### config.mk
export PLATFORM = sky130hd
export DESIGN_NAME = spike_stream_arbiter
export DESIGN_NICKNAME = d
export VERILOG_FILES = /design/src/rtl/spike_stream_arbiter.sv
export SDC_FILE = /design/constraint.sdc
export NUM_CORES = 1
export LEC_CHECK = 0
export ABC_AREA = 1
export ABC_CLOCK_PERIOD_IN_PS = 4500
export BUFFER_PORTS_ARGS = -buffer_cell sky130_fd_sc_hd__buf_4
export CAP_MARGIN = 15
export CORE_AREA = 2 2 270 272
export DETAILED_ROUTE_END_ITERATION = 12
export DIE_AREA = 0 0 272 274
export PLACE_DENSITY = 0.5
export SLEW_MARGIN = 20
export SYNTH_ARGS = -nofsm -noshare
export SYNTH_HDL_FRONTEND = slang
export SYNTH_SLANG_ARGS = --single-unit
### constraint.sdc
create_clock -name clk -period 4.5 [get_ports clk]
set_input_delay 1.35 -clock clk [delete_from_list [all_inputs] [get_ports clk]]
set_output_delay 1.35 -clock clk [all_outputs]
set_load 0.02 [all_outputs]
### src/rtl/spike_stream_arbiter.sv
`default_nettype none
// ============================================================================
// Module      : spike_stream_arbiter
// Description : Merges N_SRC spike streams into a single stream. Each source
//               has its own FIFO. The start markers (F1FA) and end markers
//               (FAF1) of all sources are aligned, so each timestep produces
//               exactly one merged frame. Spikes are interleaved round-robin.
//               Optional build macro SPIKE_ARB_OFFSET_EN adds
//               src*NEURONS_PER_SRC to each forwarded spike index.
// Revision    : 1.0 - initial release
// ============================================================================
module spike_stream_arbiter #(
  parameter int N_SRC           = 2,
  parameter int DATA_W          = 16,
  parameter int FIFO_DEPTH      = 16,
  parameter int NEURONS_PER_SRC = 256,
  parameter int TIMESTEPS       = 8
) (
  input  logic                    clk,
  input  logic                    rst,
  input  logic [N_SRC*DATA_W-1:0] in_data,
  input  logic [N_SRC-1:0]        in_valid,
  output logic [DATA_W-1:0]       out_data,
  output logic                    out_valid,
  input  logic                    out_ready,
  output logic [3:0]              timestep,
  output logic [N_SRC-1:0]        overflow,
  output logic                    proto_err
);

  localparam int AW    = (FIFO_DEPTH > 1) ? $clog2(FIFO_DEPTH) : 1;
  localparam int SRC_W = (N_SRC > 1) ? $clog2(N_SRC) : 1;

  localparam logic [DATA_W-1:0] c_MARK_START = DATA_W'(16'hF1FA);
  localparam logic [DATA_W-1:0] c_MARK_END   = DATA_W'(16'hFAF1);

`ifdef SPIKE_ARB_OFFSET_EN
  localparam logic c_OFFSET_EN = 1'b1;
`else
  localparam logic c_OFFSET_EN = 1'b0;
`endif

  typedef enum logic [1:0] {
    S_WAIT_START = 2'd0,
    S_EMIT_START = 2'd1,
    S_STREAM     = 2'd2,
    S_EMIT_END   = 2'd3
  } state_t;

  state_t state_q, state_d;

  logic [DATA_W-1:0] out_data_q, out_data_d;
  logic              out_valid_q, out_valid_d;
  logic [3:0]        timestep_q, timestep_d;
  logic [N_SRC-1:0]  overflow_q, overflow_d;
  logic              proto_err_q, proto_err_d;
  logic [SRC_W-1:0]  rr_q, rr_d;

  // FIFO status and head words, one per source
  logic [DATA_W-1:0] head [N_SRC];
  logic [N_SRC-1:0]  empty;
  logic [N_SRC-1:0]  full;
  logic [N_SRC-1:0]  pop;

  // Head classification and arbitration results
  logic [N_SRC-1:0]  is_start;
  logic [N_SRC-1:0]  is_end;
  logic [N_SRC-1:0]  is_spike;
  logic              found;
  logic [SRC_W-1:0]  grant;
  int                cand;
  logic              load_en;
  logic              load;
  logic [DATA_W-1:0] load_word;
  logic [DATA_W-1:0] offset;

  // --------------------------------------------------------------------------
  // Per-source FIFOs. A push onto a full FIFO is still accepted when the same
  // FIFO is being popped in that cycle, since a slot frees up at the edge.
  // --------------------------------------------------------------------------
  for (genvar gi = 0; gi < N_SRC; gi++) begin : g_fifo
    logic [DATA_W-1:0] mem_q [FIFO_DEPTH];
    logic [AW:0]       wr_ptr_q, wr_ptr_d;
    logic [AW:0]       rd_ptr_q, rd_ptr_d;
    logic              push;

    assign empty[gi] = (wr_ptr_q == rd_ptr_q);
    assign full[gi]  = (wr_ptr_q[AW-1:0] == rd_ptr_q[AW-1:0]) &&
                       (wr_ptr_q[AW] != rd_ptr_q[AW]);
    assign head[gi]  = mem_q[rd_ptr_q[AW-1:0]];
    assign push      = in_valid[gi] && (!full[gi] || pop[gi]);

    // Pointer advance on push/pop
    always_comb begin
      wr_ptr_d = wr_ptr_q;
      rd_ptr_d = rd_ptr_q;
      if (push)    wr_ptr_d = wr_ptr_q + (AW+1)'(1);
      if (pop[gi]) rd_ptr_d = rd_ptr_q + (AW+1)'(1);
    end

    // Pointer registers; reset flushes the FIFO
    always_ff @(posedge clk) begin
      if (rst) begin
        wr_ptr_q <= '0;
        rd_ptr_q <= '0;
      end else begin
        wr_ptr_q <= wr_ptr_d;
        rd_ptr_q <= rd_ptr_d;
      end
    end

    // Storage write; contents are don't-care once the pointers are reset
    always_ff @(posedge clk) begin
      if (push) mem_q[wr_ptr_q[AW-1:0]] <= in_data[gi*DATA_W +: DATA_W];
    end
  end

  // --------------------------------------------------------------------------
  // Frame FSM, round-robin arbiter and output register next-state logic
  // --------------------------------------------------------------------------
  always_comb begin
    state_d     = state_q;
    out_data_d  = out_data_q;
    out_valid_d = out_valid_q;
    timestep_d  = timestep_q;
    proto_err_d = proto_err_q;
    rr_d        = rr_q;
    pop         = '0;
    load        = 1'b0;
    load_word   = '0;
    found       = 1'b0;
    grant       = '0;
    cand        = 0;
    is_start    = '0;
    is_end      = '0;
    is_spike    = '0;

    // The output register may take a new word when empty or being drained
    load_en = !out_valid_q || out_ready;

    for (int i = 0; i < N_SRC; i++) begin
      is_start[i] = !empty[i] && (head[i] == c_MARK_START);
      is_end[i]   = !empty[i] && (head[i] == c_MARK_END);
      is_spike[i] = !empty[i] && (head[i] != c_MARK_START) && (head[i] != c_MARK_END);
    end

    // First source holding a spike at or after the round-robin pointer
    for (int k = 0; k < N_SRC; k++) begin
      cand = int'(rr_q) + k;
      if (cand >= N_SRC) cand = cand - N_SRC;
      if (!found && is_spike[cand]) begin
        found = 1'b1;
        grant = SRC_W'(cand);
      end
    end

    offset = c_OFFSET_EN ? DATA_W'(int'(grant) * NEURONS_PER_SRC) : '0;

    case (state_q)
      S_WAIT_START: begin
        if (&is_start) begin
          pop     = '1;
          state_d = S_EMIT_START;
        end else begin
          // Anything other than a start marker here is out of protocol
          pop = is_spike | is_end;
          if (|pop) proto_err_d = 1'b1;
        end
      end

      S_EMIT_START: begin
        if (load_en) begin
          load      = 1'b1;
          load_word = c_MARK_START;
          state_d   = S_STREAM;
        end
      end

      S_STREAM: begin
        // A stray start marker mid-frame is discarded
        pop = is_start;
        if (|is_start) proto_err_d = 1'b1;
        if (load_en && found) begin
          pop[grant] = 1'b1;
          load       = 1'b1;
          load_word  = head[grant] + offset;
          rr_d       = (grant == SRC_W'(N_SRC-1)) ? '0 : grant + SRC_W'(1);
        end else if (&is_end) begin
          pop     = '1;
          state_d = S_EMIT_END;
        end
      end

      S_EMIT_END: begin
        if (load_en) begin
          load       = 1'b1;
          load_word  = c_MARK_END;
          timestep_d = (timestep_q == 4'(TIMESTEPS-1)) ? 4'd0 : timestep_q + 4'd1;
          state_d    = S_WAIT_START;
        end
      end

      default: state_d = S_WAIT_START;
    endcase

    if (load_en) begin
      out_valid_d = load;
      if (load) out_data_d = load_word;
    end

    overflow_d = overflow_q | (in_valid & full & ~pop);
  end

  // State, output and sticky flag registers
  always_ff @(posedge clk) begin
    if (rst) begin
      state_q     <= S_WAIT_START;
      out_data_q  <= '0;
      out_valid_q <= 1'b0;
      timestep_q  <= 4'd0;
      overflow_q  <= '0;
      proto_err_q <= 1'b0;
      rr_q        <= '0;
    end else begin
      state_q     <= state_d;
      out_data_q  <= out_data_d;
      out_valid_q <= out_valid_d;
      timestep_q  <= timestep_d;
      overflow_q  <= overflow_d;
      proto_err_q <= proto_err_d;
      rr_q        <= rr_d;
    end
  end

  assign out_data  = out_data_q;
  assign out_valid = out_valid_q;
  assign timestep  = timestep_q;
  assign overflow  = overflow_q;
  assign proto_err = proto_err_q;

endmodule
`default_nettype wire

==> results of run 1 <==
==> metal layers <==
layer,GRT usage (%),vias to the layer above
li1,-,8230
met1,24.59,8250
met2,32.24,453
met3,2.811,122
met4,6.362,0
met5,0,-
==> synthesized netlist by cell type (2+ instances only) <==
cell	instances	area share, %
clkinv_1	2	0.030
ha_1	15	0.76
o211ai_1	20	0.61
buf_6	27	1.2
edfxtp_1	512	62
inv_1	221	3.3
xnor2_1	13	0.46
nand3_1	320	6.5
nand2_1	800	12
buf_4	11	0.33
dfxtp_1	55	4.4
inv_4	3	0.076
clkbuf_1	28	0.42
o21ai_0	22	0.44
nand3b_1	2	0.061
buf_2	40	0.81
buf_1	8	0.12
o21ai_1	44	0.89
nor2_1	190	2.9
nand2_2	9	0.23
xor2_1	7	0.25
nand4_1	9	0.23
o21a_1	2	0.061
a21oi_1	37	0.75
nand2_4	2	0.091
inv_2	16	0.24
nand3_2	6	0.24
==> worst min path at each step <==
stage / startpoint / to / slack [ns] / cells after the start
CTS: overflow[1]$_SDFF_PP0_ / overflow[1]$_SDFF_PP0_ / 0.46 / 2
floorplan: rr_q$_SDFFE_PP0P_ / rr_q$_SDFFE_PP0P_ / 0.44 / 2
global placement: overflow[1]$_SDFF_PP0_ / overflow[1]$_SDFF_PP0_ / 0.45 / 2
global route: overflow[1]$_SDFF_PP0_ / overflow[1]$_SDFF_PP0_ / 0.48 / 2
detailed placement: overflow[1]$_SDFF_PP0_ / overflow[1]$_SDFF_PP0_ / 0.45 / 2
finish: overflow[1]$_SDFF_PP0_ / overflow[1]$_SDFF_PP0_ / 0.46 / 2
==> logic make-up (layout without fill, tap and decap cells) <==
group           Yosys count  after routing  share of synthesized area (%)
fa+ha+maj                15             15                         0.7578
compound gates          129            129                          2.900
xor+xnor                 20             20                         0.7073
buf+inv                 356            497                          6.613
simple gates           1343           1343                          22.50
flops                   567            567                          66.52
==> worst max-delay path, cell delays in order (launching register included) <==
cell	delay (ns)
dfxtp_4	0.40
inv_4	0.30
buf_4	0.26
nand2_1	0.08
nand2_1	0.06
nand2_1	0.04
nand3_1	0.14
nand3_1	0.11
nand2_1	0.26
nand2_1	0.09
inv_1	0.06
nand2_1	0.05
nor2_1	0.12
nand2_1	0.13
nand4_4	0.17
nand2_4	0.15
nand3_1	0.13
nand3_2	0.09
nand3_2	0.16
nand2_2	0.12
inv_2	0.13
nand2_1	0.18
nor2_2	0.13
buf_4	0.30
==> cell type report <==
cell class	instances	area, µm²	area share [%]
multi-input cells	1507	6734	23.50
inverters	242	915.9	3.197
clock inverters	35	341.6	1.192
clock buffers	86	1769	6.175
well taps	959	1200	4.188
repair buffers	134	1206	4.210
flip-flops and latches	567	16480	57.54
==> metrics by stage <==
step / total power [W] / std cells
4_1_cts: 0.01568 / 3530
2_1_floorplan: 0.009071 / 2430
3_5_place_dp: 0.01042 / 3409
6_report: 0.01552 / 3530
3_3_place_gp: 0.01043 / 3409
5_1_grt: 0.01637 / 3530
==> registers in the layout, summed over array words and instances, names as in the netlist, named ones only <==
| signal | count |
|---|---|
| g_fifo.mem_q | 512 |
| out_data | 16 |
| g_fifo.rd_ptr_q | 10 |
| g_fifo.wr_ptr_q | 10 |
| timestep | 4 |
| overflow | 2 |
| state_q | 2 |
| out_valid | 1 |
| proto_err | 1 |
| rr_q | 1 |
==> power by group through the flow <==
stage               Combinational [W]  Sequential [W]  Clock, W
floorplan                     0.00307         0.00601         0
global placement              0.00438         0.00605         0
detailed placement            0.00436         0.00606         0
CTS                           0.00438         0.00595   0.00536
global route                  0.00484         0.00596   0.00558
finish                        0.00434         0.00595   0.00523
==> qor.txt, run 1 <==
outcome - finished clean
Layout area overhead - 15.68%
die width - 272 µm
worst skew pair latency - 0.61 ns
WL final - 69530 µm
synthesized area - 24770 µm²
Slew headroom - 44.49%
number of flops mapped to enable cells by yosys - 512
syn avg cell area - 10.19 µm²
Clk pin slew, worst setup/hold paths - 0.06 ns
diode count - 0
Die H - 274 µm
Rows - 99
CTS Buffer Depth - 3
cts repair resizes - 0
Post-synth ARST share - 0%
Remaining DRCs - 0
sequential share of the synthesized area - 66.52%
final hold slack - 0.4552 ns
Vias - 17060
vias in the first global route - 17130
Final #Nets - 2570
dpl ws - 0.5034 ns
post-route ant nets - 0
Max VDD drop - 0.3106 mV
CTS hold repair buffers - 0
post-synth cell types - 36
Final WS setup - 0.4705 ns
crit path max fanout - 30
worst reg2reg path endpoint - g_fifo[1].mem_q[14][4]$_DFFE_PP_
CTS tree - built
dpl hpwl - 44080 µm
R2R Setup Slk - 0.47 ns
Die ar. - 74530 µm²
IO Port Bufs - 60
Final GP Congestion - 0.8676
I/O Pins - 61
Gate Count Post-Synth - 2430
Setup Skew - 0.02819 ns
most common cell after layout, fill and taps aside - nand2_1
met2 wire len - 33830 µm
final setup vio count - 0
P_sw - 0.005313 W
CP endpoint - g_fifo[1].mem_q[14][4]$_DFFE_PP_
number of vias per cell - 4.831
largest net degree at the start of global routing - 65
Cell Int Power - 0.01021 W
Sw Share - 34.23%
total CTS buffers - 66
DR WL met3 - 3098 µm
highest routed layer - met4
# fillers - 6957
routed len/inst - 19.70 µm
clock power share - 33.7%
Seq pwr share - 38.3%
Fin. Hold Viols - 0
Pwr Density - 541.7 nW/µm²
Final Max Tran Viols - 0
Final min period - 4.029 ns
Setup Total Neg Slack - 0 ns
YS warnings - 0
Worst EP required - 4.77 ns
WL met1 - 30330 µm
CP endpoint kind - flip-flop
Highest Clock Rate - 248.2 MHz
RSZ-0062 raised after global routing - no
Hold Path Class - flip-flop to flip-flop
Post-CTS Setup Inserts - 0
maxcap violations - 0
period utilisation layout - 89.54%
cells on worst reg2reg path - 23
Initial Util - 34.41%
Post-Syn Nets - 2482
Congestion Overflow GR - 0
antenna violations before repair - 0
fin area - 28650 µm²
Worst-Margin Slew - 0.8223 ns
Gate power share - 28.0%
share of layout cells above drive strength 1 - 11.67%
dominant synthesized flop cell - edfxtp_1
DR pass1 iterations - 5
Total GRT Usage - 18.88%
critical path type - flip-flop to flip-flop
H-tree levels - 3
nature of the critical path startpoint - flip-flop
most frequent cells in the layout - nand2_1, edfxtp_1, nand3_1, inv_1, nor2_1
first-pass GRT wire length - 106200 µm
P_leak - 11.39 nW
clk sinks - 567
clk root buf - clkbuf_16
Critical Path AT - 4.30 ns
fin util - 39.81%
Core ar. - 71970 µm²
initial drt markers - 1289
Yosys reg bits - 567
placed standard-cell area - 26540 µm²
Power figures use the tool's default switching activity.
==> run 2, diff against run 1 <==
Settings changed: ABC_CLOCK_PERIOD_IN_PS 4500 to 5050, HOLD_SLACK_MARGIN set to 0.05.
Clock period 4.5 ns to 5.05 ns, I/O delays scaled along.
==> run 2 against run 1 <==
Net effect:
- wire length shrank 3.7%
- combinational power decreased by 15%
- clock skew is 0.0055 ns lower
- global-route usage down 0.88 points
- flip-flop and latch count unchanged
- non-clock buffer count shrank 10
- hold slack better by 0.0011 ns
- cell count shrank 0.65%
- sequential power is 11% lower
- register-to-register slack improved by 0.40 ns
- first-iteration DRC count up 2.9%
- worst setup slack better by 0.40 ns
==> qor.txt, run 2 (synthesized netlist as in run 1, its figures left out) <==
Rows - 99
DR pass1 iterations - 5
grt peak-use layer - met2
IO Port Bufs - 60
routed len/inst - 19.09 µm
Worst-Margin Slew - 0.8984 ns
clk root buf - clkbuf_16
first-pass GRT wire length - 102000 µm
initial drt markers - 1327
CP endpoint kind - flip-flop
largest net degree at the start of global routing - 133
Critical Path Stages - 23
maxcap violations - 0
Initial Util - 34.41%
most common cell after layout, fill and taps aside - nand2_1
Total GRT Usage - 18.00%
hold path startpoint - overflow[1]$_SDFF_PP0_
dpl hpwl - 39930 µm
worst path bufs/invs - 5
Pwr Density - 467.3 nW/µm²
CP most frequent cell - nand2_1
P_leak - 11.20 nW
CTS hold repair buffers - 0
period utilisation layout - 82.72%
Critical Path AT - 4.49 ns
Final min period - 4.177 ns
number of vias per cell - 4.825
clk sinks - 567
most frequent cells in the layout - nand2_1, edfxtp_1, nand3_1, inv_1, nor2_1
Core ar. - 71970 µm²
Setup Total Neg Slack - 0 ns
crit path max fanout - 70
fin util - 39.31%
cts repair resizes - 0
Vias - 16920
I/O Pins - 61
Final GP Congestion - 0.8331
max reg flops - 512
Top delay family on crit path - simple AND/OR/NAND/NOR gates
met2 usage in global routing - 31.11%
hold depth - 2
critical path type - flip-flop to flip-flop
CTS tree - built
Slew headroom - 40.04%
Die H - 274 µm
WL final - 66940 µm
CTS Buffer Depth - 3
total power - 0.01322 W
Die ar. - 74530 µm²
worst skew pair latency - 0.62 ns
placed cells - 3399
RSZ-0062 raised after global routing - no
post-route ant nets - 0
Congestion Overflow GR - 0
Final #Nets - 2553
Worst path slowest cell - dfxtp_4
grt met1 use - 23.45%
# fillers - 7014
Final Max Tran Viols - 0
Fin. Hold Viols - 0
Max VDD drop - 0.3370 mV
die width - 272 µm
Clk pin slew, worst setup/hold paths - 0.06 ns
Remaining DRCs - 0
Post-CTS Setup Inserts - 0
max incr delay on CP - 0.58 ns
antenna violations before repair - 1
nature of the critical path startpoint - flip-flop
met3 Usage GRT - 2.224%
worst reg2reg path endpoint - g_fifo[0].mem_q[12][13]$_DFFE_PP_
Layout area overhead - 14.24%
vias in the first global route - 16730
Setup Skew - 0.02265 ns
H-tree levels - 2
outcome - finished clean
Worst EP required - 5.37 ns
Hold Path Class - flip-flop to flip-flop
register area - 16480 µm²
R2R Setup Slk - 0.87 ns
total CTS buffers - 59
CP endpoint - g_fifo[0].mem_q[12][13]$_DFFE_PP_
non-filler cells, final - 3507
final setup vio count - 0
critical-path cell list - buf_12 > nand2_1 > nand2_1 > nand2_1 > nand3_1 > nand3_1 > nand2_1 > nand2_1 > inv_1 > nand2_1 > nor2_1 > nand2_1 > nand3_2 > a21oi_4 > buf_4 > nand2_1 > nand3_2 > nand3_2 > nand2_4 > inv_4 > nand2_2 > nor2_2 > buf_12
footprint of the multi-input gates - 6734 µm²
final hold slack - 0.4563 ns
share of layout cells above drive strength 1 - 10.76%
Highest Clock Rate - 239.4 MHz
cells on worst reg2reg path - 23
## run 2: changes by cell type in the layout (fill, tap and decap cells not counted), sizes merged
cell and change:
clkbuf -12, clkinvlp -2, buf -10, diode +1
## run 2: how the worst min path moves through the flow
| stage | endpoint | slack [ns] |
|---|---|---|
| global placement | overflow[1]$_SDFF_PP0_ | 0.45 |
| floorplan | rr_q$_SDFFE_PP0P_ | 0.44 |
| global route | overflow[1]$_SDFF_PP0_ | 0.47 |
| finish | overflow[1]$_SDFF_PP0_ | 0.46 |
| CTS | overflow[1]$_SDFF_PP0_ | 0.46 |
| detailed placement | overflow[1]$_SDFF_PP0_ | 0.45 |
## run 2: power breakdown
group	switching, W	total (W)	internal [W]
clock	0.00180	0.00423	0.00242
combinational	0.00264	0.00369	0.00105
sequential	0.0000944	0.00531	0.00521
total	0.00453	0.0132	0.00869
## run 2: routing by layer
layer / vias up / routed length, µm / part of all wire, %
li1: 8200 / - / -
met1: 8197 / 29150 / 44
met2: 410 / 32790 / 49
met3: 116 / 2970 / 4.4
met4: 0 / 2031 / 3.0
met5: - / 0 / 0
## run 2: metrics by stage
stage | setup WS (ns) | area (µm²)
final | 0.8729 | 28290
after global routing | 0.5278 | 28290
after CTS | 0.8744 | 28290
after detailed placement | 0.8905 | 26440
after global placement | 0.8667 | 26440
after floorplan | 1.507 | 24770
## run 2: cell type report
type	count	area share [%]
inverter	242	3.237
timing repair buffer	124	3.909
sequential	567	58.26
tap	959	4.241
multi-input combinational	1507	23.80
antenna	1	0.008844
clock buffer	74	5.492
clock inverter	33	1.048
## run 2: worst min-delay path, stage by stage, from the launching register on
cell and delay (ns):
dfxtp_1 0.31, inv_1 0.05, a21oi_1 0.05
